### src/rtl/csa_pkg.sv
`default_nettype none
// ============================================================================
// Module      : csa_pkg
// Description : Shared types and parameter checks for the carry-save accumulator.
// Revision    : 1.0 - initial release
// ============================================================================
package csa_pkg;

    typedef enum logic [1:0] {
        ACCUM   = 2'd0,
        RESOLVE = 2'd1,
        HOLD    = 2'd2
    } csa_state_t;

    // Result must hold an operand and split evenly into resolve chunks.
    function automatic bit csa_params_ok(input int width, input int acc_width, input int chunk);
        return (acc_width >= width) && (chunk > 0) && ((acc_width % chunk) == 0);
    endfunction

endpackage
`default_nettype wire

### src/rtl/csa_accum_if.sv
`default_nettype none
// ============================================================================
// Module      : csa_accum_if
// Description : Operand-in / result-out valid-ready bundle for csa_accum.
// Revision    : 1.0 - initial release
// ============================================================================
interface csa_accum_if #(
    parameter int WIDTH     = 8,
    parameter int ACC_WIDTH = 16,
    parameter int CNT_WIDTH = 8
);
    logic                 in_valid;
    logic                 in_ready;
    logic [WIDTH-1:0]     in_data;
    logic                 in_last;
    logic                 out_valid;
    logic                 out_ready;
    logic [ACC_WIDTH-1:0] out_sum;
    logic [CNT_WIDTH-1:0] out_count;
    logic                 out_ovf;

    modport master (
        output in_valid, in_data, in_last, out_ready,
        input  in_ready, out_valid, out_sum, out_count, out_ovf
    );

    modport slave (
        input  in_valid, in_data, in_last, out_ready,
        output in_ready, out_valid, out_sum, out_count, out_ovf
    );
endinterface
`default_nettype wire

### src/rtl/csa_row.sv
`default_nettype none
// ============================================================================
// Module      : csa_row
// Description : N-bit 3:2 compressor row producing sum and majority vectors.
// Revision    : 1.0 - initial release
// ============================================================================
module csa_row #(
    parameter int N = 16
) (
    input  wire logic [N-1:0] i_a,
    input  wire logic [N-1:0] i_b,
    input  wire logic [N-1:0] i_c,
    output logic      [N-1:0] o_sum,
    output logic      [N-1:0] o_maj
);
    assign o_sum = i_a ^ i_b ^ i_c;
    assign o_maj = (i_a & i_b) | (i_a & i_c) | (i_b & i_c);
endmodule
`default_nettype wire

### src/rtl/csa_accum.sv
`default_nettype none
// ============================================================================
// Module      : csa_accum
// Description : Carry-save stream accumulator with chunked carry-propagate resolve.
// Revision    : 1.0 - initial release
// ============================================================================
module csa_accum
    import csa_pkg::*;
#(
    parameter int WIDTH     = 8,
    parameter int ACC_WIDTH = 16,
    parameter int CHUNK     = 4,
    parameter int CNT_WIDTH = 8
) (
    input  wire logic  clk,
    input  wire logic  rst_n,
    csa_accum_if.slave bus
);
    localparam int c_nchunk = ACC_WIDTH / CHUNK;
    localparam int c_idx_w  = (c_nchunk > 1) ? $clog2(c_nchunk) : 1;
    localparam logic [c_idx_w-1:0] c_last_idx = c_idx_w'(c_nchunk - 1);

    generate
        if (!csa_params_ok(WIDTH, ACC_WIDTH, CHUNK)) begin : g_param_check
            $error("csa_accum: need ACC_WIDTH >= WIDTH and ACC_WIDTH divisible by CHUNK");
        end
    endgenerate

    csa_state_t           r_state;
    logic [ACC_WIDTH-1:0] r_sum;
    logic [ACC_WIDTH-1:0] r_carry;
    logic [CHUNK-1:0]     r_res [c_nchunk];
    logic [CNT_WIDTH-1:0] r_count;
    logic                 r_ovf;
    logic [c_idx_w-1:0]   r_idx;
    logic                 r_cin;

    logic [ACC_WIDTH-1:0] w_x;
    logic [ACC_WIDTH-1:0] w_row_sum;
    logic [ACC_WIDTH-1:0] w_row_maj;
    logic [ACC_WIDTH-1:0] w_result;
    logic [CHUNK-1:0]     w_s_chunk [c_nchunk];
    logic [CHUNK-1:0]     w_c_chunk [c_nchunk];
    logic [CHUNK:0]       w_chunk_add;

    assign w_x = ACC_WIDTH'(bus.in_data);

    csa_row #(.N(ACC_WIDTH)) u_row (
        .i_a   (r_sum),
        .i_b   (r_carry),
        .i_c   (w_x),
        .o_sum (w_row_sum),
        .o_maj (w_row_maj)
    );

    generate
        for (genvar k = 0; k < c_nchunk; k++) begin : g_chunk
            assign w_s_chunk[k]                 = r_sum[k*CHUNK +: CHUNK];
            assign w_c_chunk[k]                 = r_carry[k*CHUNK +: CHUNK];
            assign w_result[k*CHUNK +: CHUNK]   = r_res[k];
        end
    endgenerate

    assign w_chunk_add = {1'b0, w_s_chunk[r_idx]} + {1'b0, w_c_chunk[r_idx]}
                       + {{CHUNK{1'b0}}, r_cin};

    always_ff @(posedge clk or negedge rst_n) begin
        if (!rst_n) begin
            r_state <= ACCUM;
            r_sum   <= '0;
            r_carry <= '0;
            r_count <= '0;
            r_ovf   <= 1'b0;
            r_idx   <= '0;
            r_cin   <= 1'b0;
            for (int k = 0; k < c_nchunk; k++) r_res[k] <= '0;
        end else begin
            case (r_state)
                ACCUM: begin
                    if (bus.in_valid) begin
                        r_sum   <= w_row_sum;
                        r_carry <= w_row_maj << 1;
                        // A majority bit leaving the MSB is 2^ACC_WIDTH dropped from the pair.
                        if (w_row_maj[ACC_WIDTH-1]) r_ovf <= 1'b1;
                        if (r_count != '1) r_count <= r_count + CNT_WIDTH'(1);
                        if (bus.in_last) begin
                            r_state <= RESOLVE;
                            r_idx   <= '0;
                            r_cin   <= 1'b0;
                        end
                    end
                end
                RESOLVE: begin
                    r_res[r_idx] <= w_chunk_add[CHUNK-1:0];
                    r_cin        <= w_chunk_add[CHUNK];
                    r_idx        <= r_idx + c_idx_w'(1);
                    if (r_idx == c_last_idx) begin
                        r_ovf   <= r_ovf | w_chunk_add[CHUNK];
                        r_state <= HOLD;
                    end
                end
                HOLD: begin
                    if (bus.out_ready) begin
                        r_sum   <= '0;
                        r_carry <= '0;
                        r_count <= '0;
                        r_ovf   <= 1'b0;
                        r_state <= ACCUM;
                    end
                end
                default: r_state <= ACCUM;
            endcase
        end
    end

    assign bus.in_ready  = (r_state == ACCUM);
    assign bus.out_valid = (r_state == HOLD);
    assign bus.out_sum   = w_result;
    assign bus.out_count = r_count;
    assign bus.out_ovf   = r_ovf;

endmodule
`default_nettype wire

### src/flat_wrapper.sv
// flat-port wrapper written by rule: the top's interface ports become plain ports
module csa_accum_flat import csa_pkg::*;
#(
    parameter int WIDTH     = 8,
    parameter int ACC_WIDTH = 16,
    parameter int CHUNK     = 4,
    parameter int CNT_WIDTH = 8
)
  (clk, rst_n, bus_in_valid, bus_in_data, bus_in_last, bus_out_ready, bus_in_ready, bus_out_valid, bus_out_sum, bus_out_count, bus_out_ovf);
  csa_accum_if #(.WIDTH(WIDTH), .ACC_WIDTH(ACC_WIDTH), .CNT_WIDTH(CNT_WIDTH)) bus_i ();
  input  wire logic clk;
  input  wire logic rst_n;
  input wire logic [$bits(bus_i.in_valid)-1:0] bus_in_valid;
  input wire logic [$bits(bus_i.in_data)-1:0] bus_in_data;
  input wire logic [$bits(bus_i.in_last)-1:0] bus_in_last;
  input wire logic [$bits(bus_i.out_ready)-1:0] bus_out_ready;
  output wire logic [$bits(bus_i.in_ready)-1:0] bus_in_ready;
  output wire logic [$bits(bus_i.out_valid)-1:0] bus_out_valid;
  output wire logic [$bits(bus_i.out_sum)-1:0] bus_out_sum;
  output wire logic [$bits(bus_i.out_count)-1:0] bus_out_count;
  output wire logic [$bits(bus_i.out_ovf)-1:0] bus_out_ovf;
  assign bus_i.in_valid = bus_in_valid;
  assign bus_i.in_data = bus_in_data;
  assign bus_i.in_last = bus_in_last;
  assign bus_i.out_ready = bus_out_ready;
  assign bus_in_ready = bus_i.in_ready;
  assign bus_out_valid = bus_i.out_valid;
  assign bus_out_sum = bus_i.out_sum;
  assign bus_out_count = bus_i.out_count;
  assign bus_out_ovf = bus_i.out_ovf;
  csa_accum #(.WIDTH(WIDTH), .ACC_WIDTH(ACC_WIDTH), .CHUNK(CHUNK), .CNT_WIDTH(CNT_WIDTH)) u_core (.clk(clk), .rst_n(rst_n), .bus(bus_i));
endmodule
### config.mk
export PLATFORM = sky130hd
export DESIGN_NAME = csa_accum_flat
export DESIGN_NICKNAME = d
export VERILOG_FILES = /design/src/rtl/csa_pkg.sv /design/src/rtl/csa_accum_if.sv /design/src/rtl/csa_row.sv /design/src/rtl/csa_accum.sv /design/src/flat_wrapper.sv
export SDC_FILE = /design/constraint.sdc
export NUM_CORES = 1
export LEC_CHECK = 0
export CORE_ASPECT_RATIO = 0.9
export CORE_MARGIN = 10
export CORE_UTILIZATION = 49
export CTS_BUF_LIST = sky130_fd_sc_hd__clkbuf_16
export CTS_CLUSTER_SIZE = 16
export DETAILED_ROUTE_END_ITERATION = 8
export GPL_ROUTABILITY_DRIVEN = 0
export HOLD_SLACK_MARGIN = 0.03
export PLACE_DENSITY = 0.75
export SYNTH_ARGS = -nofsm -noshare
export SYNTH_HDL_FRONTEND = slang
export SYNTH_SLANG_ARGS = --single-unit
### constraint.sdc
create_clock -name clk -period 2.2 [get_ports clk]
set_input_delay 0.22 -clock clk [delete_from_list [all_inputs] [get_ports clk]]
set_output_delay 0.22 -clock clk [all_outputs]
set_load 0.02 [all_outputs]
==> results of run 1 <==
==> timing repair <==
action                                 4_1_cts  5_1_grt
cloned                                       0        0
buffers inserted                             0        1
resized for setup                            2       10
pin swaps                                    4        1
endpoints found under the hold margin        0        0
setup endpoints to repair                    8        9
==> flip-flops by register name, summed over array words and instances (netlist names) <==
name	cells
u_core.bus.out_count	8
u_core.bus.out_ovf	1
u_core.bus.out_sum	16
u_core.r_carry	15
u_core.r_cin	1
u_core.r_idx	2
u_core.r_state	2
u_core.r_sum	16
==> power groups by stage <==
stage / registers (uW) / clock network, uW / logic [uW]
CTS: 1970 / 1580 / 2830
floorplan: 2070 / 0 / 1560
global route: 2040 / 1630 / 3230
finish: 1970 / 1570 / 2940
detailed placement: 1980 / 0 / 2760
global placement: 1960 / 0 / 2680
==> cell families (layout without fill, tap and decap cells) <==
family / count (synthesis) / after routing / share of synthesized area [%]
and+or+nand+nor: 55 / 55 / 8.544
xor gates and xnor gates: 1 / 1 / 0.2890
DFF: 61 / 61 / 50.35
muxes: 10 / 10 / 6.191
AOI/OAI and AO/OA: 78 / 78 / 18.66
adders and majority gates: 26 / 26 / 12.96
buffers and inverters: 20 / 75 / 3.013
==> metal layers <==
metal / up-vias / global-route usage (%) / part of all wire, %
li1: 1029 / - / -
met1: 1153 / 19.67 / 44
met2: 48 / 23.59 / 50
met3: 5 / 5.766 / 5.2
met4: 0 / 3.472 / 0.88
met5: - / 0 / 0
==> layout by cell type, fill, tap and decap left out, types with 2 or more instances in the layout <==
master / instances
a211o_1: 2
a21o_1: 3
a21oi_1: 8
a22o_1: 31
a31oi_1: 2
and3_1: 5
buf_12: 2
buf_4: 10
bufinv_16: 3
clkbuf_16: 9
clkdlybuf4s50_1: 38
dfrtp_1: 61
fa_1: 7
fa_2: 2
ha_1: 16
inv_1: 9
mux2i_1: 3
mux4_2: 7
nand2_1: 27
nand2b_1: 5
nand3_1: 4
nor2_1: 4
nor2b_1: 2
nor3_1: 3
o21a_1: 2
o21ai_0: 17
o31ai_2: 3
==> final cells by class <==
type                       count  area share, %
tap                           72          2.282
clock inverter                 7          2.694
multi-input combinational    170          37.21
timing repair buffer          51          12.68
clock buffer                   9          5.705
inverter                       8         0.7607
sequential                    61          38.67
==> per-stage QoR <==
step                      hold slack [ps]  setup slack [ps]  cells
after detailed placement            425.8            -10.57    361
final                               48.06             22.74    378
after floorplan                    -75.59             22.72    251
after CTS                           83.58             2.580    377
after global placement              421.7             30.63    361
after global routing                130.0            -76.56    378
==> cell usage after synthesis (4+ instances only) <==
cell type / count
fa_1: 9
o31ai_1: 4
buf_2: 4
nand3_1: 4
a22o_1: 31
inv_1: 8
nand2_1: 27
nor2_1: 4
mux4_2: 7
a21oi_1: 8
ha_1: 17
o21ai_0: 18
nand2b_1: 5
clkbuf_1: 5
dfrtp_1: 61
and3_1: 5
==> critical path: cells and delay by family, from the launching register on <==
kind            cells  cell delay, ps
flops               1             420
mux                 1             540
buf+inv             2             300
fa+ha+maj           1             290
compound gates      2             370
simple gates        2             180
==> how the worst max path moves through the flow <==
| stage | from | to | slack, ps | cells after the start |
|---|---|---|---|---|
| 6_report | u_core.r_idx[0] | u_core.bus.out_sum[11] | 20 | 8 |
| 3_5_place_dp | u_core.r_idx[0] | u_core.bus.out_sum[2] | -10 | 6 |
| 2_1_floorplan | u_core.r_idx[0] | u_core.bus.out_ovf | 20 | 9 |
| 3_3_place_gp | u_core.r_idx[0] | u_core.bus.out_ovf | 30 | 7 |
| 5_1_grt | u_core.r_idx[0] | u_core.bus.out_ovf | -80 | 10 |
| 4_1_cts | u_core.r_idx[0] | u_core.bus.out_sum[7] | 3 | 7 |
==> out/results.ini, run 1 <==
[critical_path]
critPathMaxStageDelay_ps = 540
reg2reg_depth = 8
path_max_fanout = 4
required_ps = 2430
cp-start-kind = register
crit_arrival_ps = 2410
critPathCaptureType = register
crit_chain = buf_12, mux4_2, ha_4, nor2b_4, o21a_1, nor3_1, buf_4, o31ai_1
rrSetupSlack_ps = 20
r2r_end = u_core.bus.out_sum[11]
criticalPathCategory = register to register
crit_slowest_cell = mux4_2
r2r-start = u_core.r_idx[0]

[clock_network]
cts.reportedPaths.clkPinSlew_ps = 50
cts_hold_buf = 0
root_buffer = clkbuf_16
clk_latency_ps = 320
cts-htree-levels = 3
cts_buffers = 9
clock_sinks = 61
cts_tree = done
clk_path_buf_depth = 2

[status]
status = finished, final reports clean

[sta]
slew_violations = 0
fin_crit_ps = 2177
worstMarginPinSlew_ps = 778.3
setup-violations-final = 0
period_share_pct = 98.97
setup_tns_ps = 0
fmax_mhz = 459.3
hold_viol_final = 0
rsz0062_at_grt = yes
slew-limit-headroom_pct = 48.11
fin_skew_ps = 4.364

[routing]
drtIter0Drc = 107
drt_wl_total_um = 7071
num_vias = 2235
ant_nets = 0
remaining_drc_errors = 0
via_per_inst = 5.913
wl_per_cell_um = 18.71
drt_pass1_iterations = 4

[placement]
io_buffers = 39
place_area_um2 = 3556
dp_hpwl_um = 4749

[pwr]
clockPowerShare_pct = 24.2
peakVddDrop_uv = 864.7
p_int_uw = 4062
power_uw = 6481
p_per_area_nw_per_um2 = 1642
swShare_pct = 37.33
pwr-share-seq_pct = 30.5
p_sw_uw = 2419
comb_power_share_pct = 45.4
p_leak_uw = 0.001825

[yosys]
async_reset_ff_share_pct = 100.0
syn_avg_cell_area_um2 = 12.08
synthTopCellsByArea = dfrtp_1, a22o_1, ha_1
synth_top_cell_area_share_pct = 50.35
yosysWarnings = 0
synth-edff-count = 0
ys_seq_elements = 61
yosys.area.top_type = dfrtp_1
yosysSeqAreaShare_pct = 50.35
synth_area_um2 = 3032
synthCells = 251
synth_top_flop_cell = dfrtp_1
ys_types = 36
synth_nets = 290

[min_path]
hold_class = input port to async pin

[global_route]
grt_pass1_vias = 2204
grt_usage_pct = 15.16
grt_pass1_wl_um = 11510
grt_max_degree = 62
antenna_found_initial = 0
grt_overflow = 0

[finish]
fin_area_um2 = 3948
nets = 340
ff_latch_area_um2 = 1526
area_delta_synth_final_pct = 30.21
nFillCells = 439
n_antenna_cell = 0
multi_input_area_um2 = 1469
fin_util_pct = 65.28
drive_gt1_share_pct = 14.38

[floorplan]
rows = 27
start_util_pct = 50.13
dieArea_um2 = 9737
ios = 40
die_h_um = 94.62
die_w_um = 102.9
core_area_um2 = 6047

[job]
cap_violations = 0

Power figures use the tool's default switching activity.
==> run 2, diff against run 1 <==
CORE_MARGIN = 2   (was 10)
==> run 2 against run 1 <==
- flip-flop and latch count is the same
- cell area shrank 1.4%
- critical path depth shrank 1
- hold slack gained 270 ps
- clock power shrank 17%
- via count shrank 4.4%
==> out/results.ini, run 2 (same netlist as run 1, synthesis figures left out) <==
[status]
status = finished, final reports clean

[routing]
wl_per_cell_um = 16.84  ; -10%
drt_wl_total_um = 6349  ; -10%
remaining_drc_errors = 0  ; unchanged
num_vias = 2136  ; -4.4%
drtIter0Drc = 114  ; +6.5%
ant_nets = 0  ; unchanged
via_per_inst = 5.666  ; -4.2%
drt_pass1_iterations = 4  ; unchanged

[job]
cap_violations = 0  ; unchanged

[sta]
setup-violations-final = 0  ; unchanged
setup_tns_ps = 0  ; unchanged
worst_hold_slack_ps = 321.4  ; +273.4 ps
fin_skew_ps = 4.221  ; -0.1429 ps
period_share_pct = 99.20  ; +0.23 points
fin_crit_ps = 2182  ; +5.059 ps
worstMarginPinSlew_ps = 434.0  ; -344.3 ps
slew-limit-headroom_pct = 70.68  ; +23 points
rsz0062_at_grt = yes
fmax_mhz = 458.2  ; -0.23%
slew_violations = 0  ; unchanged
hold_viol_final = 0  ; unchanged

[critical_path]
crit_arrival_ps = 2410  ; about the same
reg2reg_depth = 7  ; -1
r2r-start = u_core.r_idx[0]
rrSetupSlack_ps = 20  ; about the same
required_ps = 2430  ; about the same
r2r_end = u_core.bus.out_sum[3]
cp-start-kind = register
critPathCaptureType = register
criticalPathCategory = register to register
path_max_fanout = 4  ; unchanged

[finish]
final_cell_mix = dfrtp_1, clkdlybuf4s50_1, a22o_1
n_antenna_cell = 0  ; unchanged
area_delta_synth_final_pct = 28.35
nets = 341  ; +0.29%
drive_gt1_share_pct = 14.10  ; -0.28 points
final_common_cell = dfrtp_1
nFillCells = 487  ; +11%

[floorplan]
ios = 40  ; unchanged
dieArea_um2 = 6833  ; -30%
start_util_pct = 50.13  ; unchanged
rows = 27  ; unchanged
die_h_um = 78.62  ; -17%
die_w_um = 86.91  ; -16%
core_area_um2 = 6047  ; unchanged

[global_route]
grt_overflow = 0  ; unchanged
antenna_found_initial = 0  ; unchanged
grt_pass1_vias = 2118  ; -3.9%
grt_pass1_wl_um = 10630  ; -7.7%
grt_max_degree = 34  ; -45%
grt_usage_pct = 20.38  ; +5.2 points

[pwr]
p_per_area_nw_per_um2 = 1565  ; -4.7%
p_leak_uw = 0.001802  ; -1.3%
peakVddDrop_uv = 903.7  ; +4.5%

[clock_network]
cts_tree = done
root_buffer = clkbuf_16
cts-htree-levels = 3  ; unchanged
clk_latency_ps = 320  ; about the same
clock_sinks = 61  ; unchanged
cts.reportedPaths.clkPinSlew_ps = 50  ; about the same
clk_path_buf_depth = 2  ; unchanged
cts_buffers = 9  ; unchanged

[placement]
dp_hpwl_um = 4551  ; -4.2%
io_buffers = 39  ; unchanged

[min_path]
hold_class = input port to async pin

==> run 2: cell count changes in the layout (fill, tap and decap cells not counted), sizes merged <==
cell	previous run	this run
dlygate4sd3	0	1
bufinv	3	1
==> run 2: cell type report <==
type                            instances  area, um2  share of cell area, %
Sequential cell                        61       1528                  39.26
Multi-Input combinational cell        170       1449                  37.23
Timing Repair Buffer                   52      523.0                  13.44
Clock buffer                            9      225.2                  5.788
Tap cell                               72      90.09                  2.315
Clock inverter                          5      46.29                  1.190
Inverter                                8      30.03                 0.7717
==> run 2: metal layers <==
| layer | track usage [%] | part of all wire [%] |
|---|---|---|
| met5 | 0 | 0 |
| met4 | 5.156 | 0.96 |
| met3 | 6.099 | 3.9 |
| met2 | 31.60 | 48 |
| met1 | 28.12 | 47 |
==> run 2: how the worst max path moves through the flow <==
stage	endpoint	slack [ps]	from
2_1_floorplan	u_core.bus.out_ovf	20	u_core.r_idx[0]
3_3_place_gp	u_core.bus.out_sum[11]	40	u_core.r_idx[0]
3_5_place_dp	u_core.bus.out_sum[15]	-30	u_core.r_idx[0]
4_1_cts	u_core.bus.out_sum[15]	-10	u_core.r_idx[0]
5_1_grt	u_core.bus.out_sum[3]	-60	u_core.r_idx[0]
6_report	u_core.bus.out_sum[3]	20	u_core.r_idx[0]
==> run 2: worst max-delay path: stages (launching register included) <==
cell and delay [ps]:
dfrtp_2 400, buf_12 120, mux4_2 500, ha_1 290, nor2b_1 130, o21a_1 180
o21a_2 240, o31ai_2 210
==> run 2: what timing repair did <==
item,in CTS,in global routing
setup endpoints to repair,6,12
setup buffers,0,0
hold buffers,1,0
gates resized for setup,2,9
endpoints found under the hold margin,11,0
pin swaps,2,5
cloned,0,0
==> run 2: power breakdown <==
part	leakage [uW]	internal [uW]	total [uW]	switching, uW
registers	0.000777	1540	1960	425
logic	0.000884	1390	2820	1440
clock network	0.000141	847	1300	453
total	0.00180	3780	6090	2310
==> run 2: per-stage QoR <==
stage | utilization [%] | cells | area, um2 | setup WS, ps | total power, uW
after global placement | 59.14 | 362 | 3576 | 36.02 | 4606
after detailed placement | 59.14 | 362 | 3576 | -33.61 | 4705
after CTS | 63.91 | 377 | 3865 | -9.532 | 6051
after floorplan | - | 251 | 3038 | 22.72 | 3621
final | 64.35 | 377 | 3891 | 17.69 | 6089
after global routing | 64.35 | 377 | 3891 | -61.04 | 6506
